## src/rtl/store_write_buffer.sv

```systemverilog
`timescale 1ns/1ps
`default_nettype none
// ============================================================================
// Module      : store_write_buffer
// Description : Posted-store FIFO between the EX/MEM stage and the data memory
//               write port. Stores are accepted in one cycle and drained in
//               order, one per cycle in which the memory port is free. Loads
//               look up pending stores and receive the youngest matching data.
//               o_empty doubles as the fence / drain-complete indication.
//
// Ports       : i_clk, i_rst                clock, synchronous active-high reset
//               i_st_valid/addr/data        store request
//               o_st_ready                  store can be accepted this cycle
//               i_ld_valid/addr             load lookup
//               o_fwd_hit/o_fwd_data        forwarding result
//               i_mem_busy                  memory port taken by a load
//               o_mem_we/addr/wdata         write port toward data memory
//               o_count/o_empty             occupancy
//
// Options     : WBUF_COALESCE_EN - a store to the address of the youngest
//               pending entry overwrites that entry in place (also when full).
//
// Revision    : 1.0 - initial release
// ============================================================================
module store_write_buffer #(
    parameter int DEPTH  = 4,
    parameter int ADDR_W = 32,
    parameter int DATA_W = 32
) (
    input  logic                       i_clk,
    input  logic                       i_rst,
    input  logic                       i_st_valid,
    input  logic [ADDR_W-1:0]          i_st_addr,
    input  logic [DATA_W-1:0]          i_st_data,
    output logic                       o_st_ready,
    input  logic                       i_ld_valid,
    input  logic [ADDR_W-1:0]          i_ld_addr,
    output logic                       o_fwd_hit,
    output logic [DATA_W-1:0]          o_fwd_data,
    input  logic                       i_mem_busy,
    output logic                       o_mem_we,
    output logic [ADDR_W-1:0]          o_mem_addr,
    output logic [DATA_W-1:0]          o_mem_wdata,
    output logic [$clog2(DEPTH+1)-1:0] o_count,
    output logic                       o_empty
);

    localparam int PTR_W = $clog2(DEPTH);
    localparam int CNT_W = $clog2(DEPTH+1);

    logic [ADDR_W-1:0] addr_mem [DEPTH];
    logic [DATA_W-1:0] data_mem [DEPTH];

    logic [PTR_W-1:0]  wr_ptr;
    logic [PTR_W-1:0]  rd_ptr;
    logic [CNT_W-1:0]  count;

    logic [PTR_W-1:0]  youngest;
    logic              full;
    logic              not_empty;
    logic              pop;
    logic              coalesce_match;
    logic              enq;
    logic              alloc;

    assign youngest  = wr_ptr - PTR_W'(1);
    assign full      = (count == CNT_W'(DEPTH));
    assign not_empty = (count != '0);

    // Head leaves the buffer at the same edge the memory samples the write.
    assign pop       = not_empty && !i_mem_busy && !i_rst;

`ifdef WBUF_COALESCE_EN
    // The youngest entry is the head only when count == 1; if that head is
    // being written this cycle it cannot be modified, so the store allocates.
    assign coalesce_match = not_empty
                         && (addr_mem[youngest] == i_st_addr)
                         && !((count == CNT_W'(1)) && pop);
    assign o_st_ready     = !full || coalesce_match;
`else
    assign coalesce_match = 1'b0;
    assign o_st_ready     = !full;
`endif

    assign enq   = i_st_valid && o_st_ready;
    assign alloc = enq && !coalesce_match;

    assign o_mem_we    = pop;
    assign o_mem_addr  = addr_mem[rd_ptr];
    assign o_mem_wdata = data_mem[rd_ptr];
    assign o_count     = count;
    assign o_empty     = !not_empty;

    // Forwarding: walk occupied entries oldest to youngest so the last match
    // found is the youngest one.
    logic [PTR_W-1:0]  fwd_idx;
    logic              fwd_hit_raw;
    logic [DATA_W-1:0] fwd_data_raw;

    always_comb begin
        fwd_idx      = '0;
        fwd_hit_raw  = 1'b0;
        fwd_data_raw = '0;
        for (int i = 0; i < DEPTH; i++) begin
            fwd_idx = rd_ptr + PTR_W'(i);
            if ((CNT_W'(i) < count) && (addr_mem[fwd_idx] == i_ld_addr)) begin
                fwd_hit_raw  = 1'b1;
                fwd_data_raw = data_mem[fwd_idx];
            end
        end
    end

    assign o_fwd_hit  = fwd_hit_raw && i_ld_valid && !i_rst;
    assign o_fwd_data = fwd_data_raw;

    // Control state
    always_ff @(posedge i_clk) begin
        if (i_rst) begin
            wr_ptr <= '0;
            rd_ptr <= '0;
            count  <= '0;
        end else begin
            if (alloc) begin
                wr_ptr <= wr_ptr + PTR_W'(1);
            end
            if (pop) begin
                rd_ptr <= rd_ptr + PTR_W'(1);
            end
            if (alloc && !pop) begin
                count <= count + CNT_W'(1);
            end else if (!alloc && pop) begin
                count <= count - CNT_W'(1);
            end
        end
    end

    // Entry storage needs no reset: occupancy is tracked by the pointers.
    always_ff @(posedge i_clk) begin
        if (!i_rst) begin
            if (alloc) begin
                addr_mem[wr_ptr] <= i_st_addr;
                data_mem[wr_ptr] <= i_st_data;
            end else if (enq) begin
                data_mem[youngest] <= i_st_data;
            end
        end
    end

endmodule
`default_nettype wire

```

## config.mk

```make
export PLATFORM = sky130hd
export DESIGN_NAME = store_write_buffer
export DESIGN_NICKNAME = d
export VERILOG_FILES = /design/src/rtl/store_write_buffer.sv
export SDC_FILE = /design/constraint.sdc
export NUM_CORES = 1
export LEC_CHECK = 0
export BUFFER_PORTS_ARGS = -buffer_cell sky130_fd_sc_hd__buf_2
export CAP_MARGIN = 20
export CORE_ASPECT_RATIO = 0.8
export CORE_MARGIN = 1.5
export CORE_UTILIZATION = 47
export CTS_CLUSTER_DIAMETER = 100
export DETAILED_ROUTE_END_ITERATION = 8
export GPL_ROUTABILITY_DRIVEN = 0
export HOLD_SLACK_MARGIN = 0.02
export PLACE_DENSITY = 0.67
export SLEW_MARGIN = 20
export SYNTH_ARGS = -nofsm -noshare
export SYNTH_HDL_FRONTEND = slang
export SYNTH_SLANG_ARGS = --single-unit
```

## constraint.sdc

```tcl
create_clock -name i_clk -period 8.6 [get_ports i_clk]
set_clock_uncertainty 0.05 [all_clocks]
set_input_delay 0.43 -clock i_clk [delete_from_list [all_inputs] [get_ports i_clk]]
set_output_delay 0.43 -clock i_clk [all_outputs]
set_load 0.005 [all_outputs]
```

==> metrics <==
status finished, final reports clean; sequential share of the synthesized area 45.9%; final core occ ~54%; Clk pin slew, worst setup/hold paths 60 ps; initial core utilization 47.7%; async set-reset flop share out of synthesis 0%; Slew @ Worst Pin 1030 ps; Final Cycle Share around 72%; endpoints failing hold 0; drc violations 0; Crit Path Category reg2out; Req. time, crit path 8120 ps; placed cell count ~1,800; hpwl dp between 30 and 40 mm; Clock Latency Late Sink 550 ps; Max Fclk ~160 MHz; CTS Root Cell clkbuf_16; final wirelength about 46 mm; Buffers on Ports between 200 and 250; PnR worst setup slack 2430 ps; IO Pins around 200; RSZ-0062 raised after global routing false; core area 35,900 um2; Hold Crit Class in2reg; Syn Nets approximately 1,300; pre-CTS setup slack approximately 2700 ps; grt total ovfl 0; GRT Util Overall between 20% and 30%; Slew HR between 30% and 40%; Post-DRT Antenna Nets 0; TritonCTS Buffers 29; Power per Cell Area ~220 nW/um2; Synth Warn # 0; Avg WL per Cell between 20 and 25 um; Cell Rows between 60 and 70; CTS tree built; clk sink count between 200 and 300; Leak between 5 and 6 nW; EDFF count, synth roughly 260; largest fanout on the critical path between 50 and 60; max-slew violations 0; drt initial violations roughly 1,000; crit end category output pin; minimum clock period about 6000 ps; clock buffer depth 3; H-Tree Depth 1; predominant post-synthesis flop cell edfxtp_1; r2r worst-path depth 6; VDD IR max around 0.15 mV; Yosys reg bits about 270; Die Wd approximately 220 um; vias 11,800; Pre-antenna DRT Iters 5; Via density ~6.3; worst endpoint data arrival time ~5700 ps; synthesized cell area 17,100 um2; Syn Area/Cell 14.1 um2; Hold Crit Depth 1; die height around 170 um; Syn Inst Count roughly 1,200; final setup TNS 0 ps; pin count of the biggest net entering global routing 96; Post-Layout Cell Count 1,869; Area Overhead vs Synth 12.3%; Max-cap violations 0; die area roughly 38,000 um2; Setup Viol. Count Final 0; crit start category flop; number of global-route vias before repair ~12,000; nets 1,473; share of layout cells above drive strength 1 35.7%; first-pass GRT wire length between 70 and 80 mm; initial antenna violation count 7; Netlist cell types 53
## worst max-delay path, stage by stage, from the launching register on
cell	delay, ps
dfxtp_4	1000
buf_4	710
mux4_2	600
xor2_1	190
nor4_1	670
nand4_1	220
nor3_2	170
buf_4	450
nand2b_4	640
o221ai_2	210
buf_2	180
## Yosys cell counts, types with 4 or more instances
cell type	count	area [um2]
edfxtp_1	256	7690
mux4_2	154	3470
mux2i_1	130	1300
nand2_1	100	375
o21ai_0	70	350
xnor2_1	69	604
clkbuf_1	57	214
xor2_1	51	447
nor2_1	49	184
nand3_1	38	190
mux2_2	33	372
o221ai_2	29	435
buf_2	19	95.1
nand4_1	14	87.6
buf_6	12	135
a21oi_1	10	50.1
nor4_1	10	62.6
buf_1	9	33.8
dfxtp_1	9	180
ha_1	9	113
buf_4	8	60.1
inv_1	8	30.0
and3_1	7	43.8
o22ai_1	7	43.8
a2111oi_0	5	43.8
buf_12	5	100
nor3_1	5	25.0
o221ai_1	4	35.0
or3_1	4	25.0
## final timing paths
path         slack, ps          start         endpoint
max               2430      rd_ptr[0]    o_fwd_data[6]
min                 50  i_st_data[12]  data_mem[1][12]
max reg2reg       5700     o_count[0]  addr_mem[3][26]
min reg2reg        540      wr_ptr[0]        wr_ptr[0]
## where the power goes
group	total, mW	internal [mW]	switching, mW
Sequential	1.67	1.52	0.157
Clock	1.19	0.688	0.501
Combinational	1.45	0.724	0.729
Total	4.32	2.93	1.39
## state kept, by name (all words and copies together) (netlist names), named ones only
signal and count:
wr_ptr 2, addr_mem 128, o_count 3, rd_ptr 2
data_mem 128
## per-layer routing
layer	share of wire, %	wire, um	track usage (%)
met5	0.078	36	0
met4	2.4	1110	5.84
met3	7.5	3440	4.46
met2	45	20900	37.3
met1	45	20600	36.6
## layout make-up
class	instances	area, um2
fill	3005	16700
multi-input combinational	836	8650
sequential	265	7880
timing repair buffer	223	1170
clock buffer	38	769
tap	480	601
clock inverter	15	131
inverter	8	30.0
antenna	4	10.0
## repair_timing
item                                   4_1_cts  5_1_grt
buffers inserted                             0        0
resized for setup                            0        0
hold buffers                                 3        0
endpoints found under the hold margin       10        0
## cell usage in the layout (no fill, tap or decap), types with 3 or more instances in the layout
| cell | instances |
|---|---|
| clkbuf_16 | 29 |
| mux2i_1 | 130 |
| and3_4 | 4 |
| a21oi_1 | 10 |
| diode_2 | 4 |
| xnor2_1 | 69 |
| mux2_2 | 33 |
| o221ai_2 | 29 |
| a2111oi_0 | 5 |
| nor2_1 | 49 |
| nand2_1 | 100 |
| clkbuf_1 | 8 |
| nand4_1 | 14 |
| nand3_1 | 37 |
| buf_2 | 203 |
| buf_4 | 17 |
| dlygate4sd3_1 | 3 |
| mux4_2 | 154 |
| or3_1 | 4 |
| nor4_2 | 3 |
| xor2_1 | 51 |
| o22ai_1 | 7 |
| o221ai_1 | 4 |
| a222oi_1 | 3 |
| dfxtp_1 | 5 |
| clkinv_2 | 8 |
| dfxtp_4 | 4 |
| edfxtp_1 | 256 |
| and3_1 | 3 |
| nor4_1 | 10 |
| ha_1 | 9 |
| inv_1 | 8 |
| nor3_1 | 4 |
| nor2b_1 | 3 |
| o21ai_0 | 70 |
## metrics by stage
stage | hold WS, ps | power (mW) | cell area (um2)
final | 45.7 | 4.32 | 19200
after detailed placement | 534 | 3.15 | 18300
after global placement | 517 | 3.13 | 18300
after floorplan | 479 | 2.76 | 17100
after global routing | 29.8 | 4.52 | 19200
after CTS | 20.1 | 4.34 | 19200
## logic make-up after synthesis
group                    count (synthesis)  synth area share (%)
flip-flops                             265                  45.9
buffers and inverters                  118                  3.90
multiplexers                           318                  30.1
AND/OR/NAND/NOR                        243                  6.65
adder cells (fa/ha/maj)                  9                 0.657
XOR/XNOR                               120                  6.14
AO/OA/AOI/OAI                          146                  6.65
(Power assumes the default switching activity.)
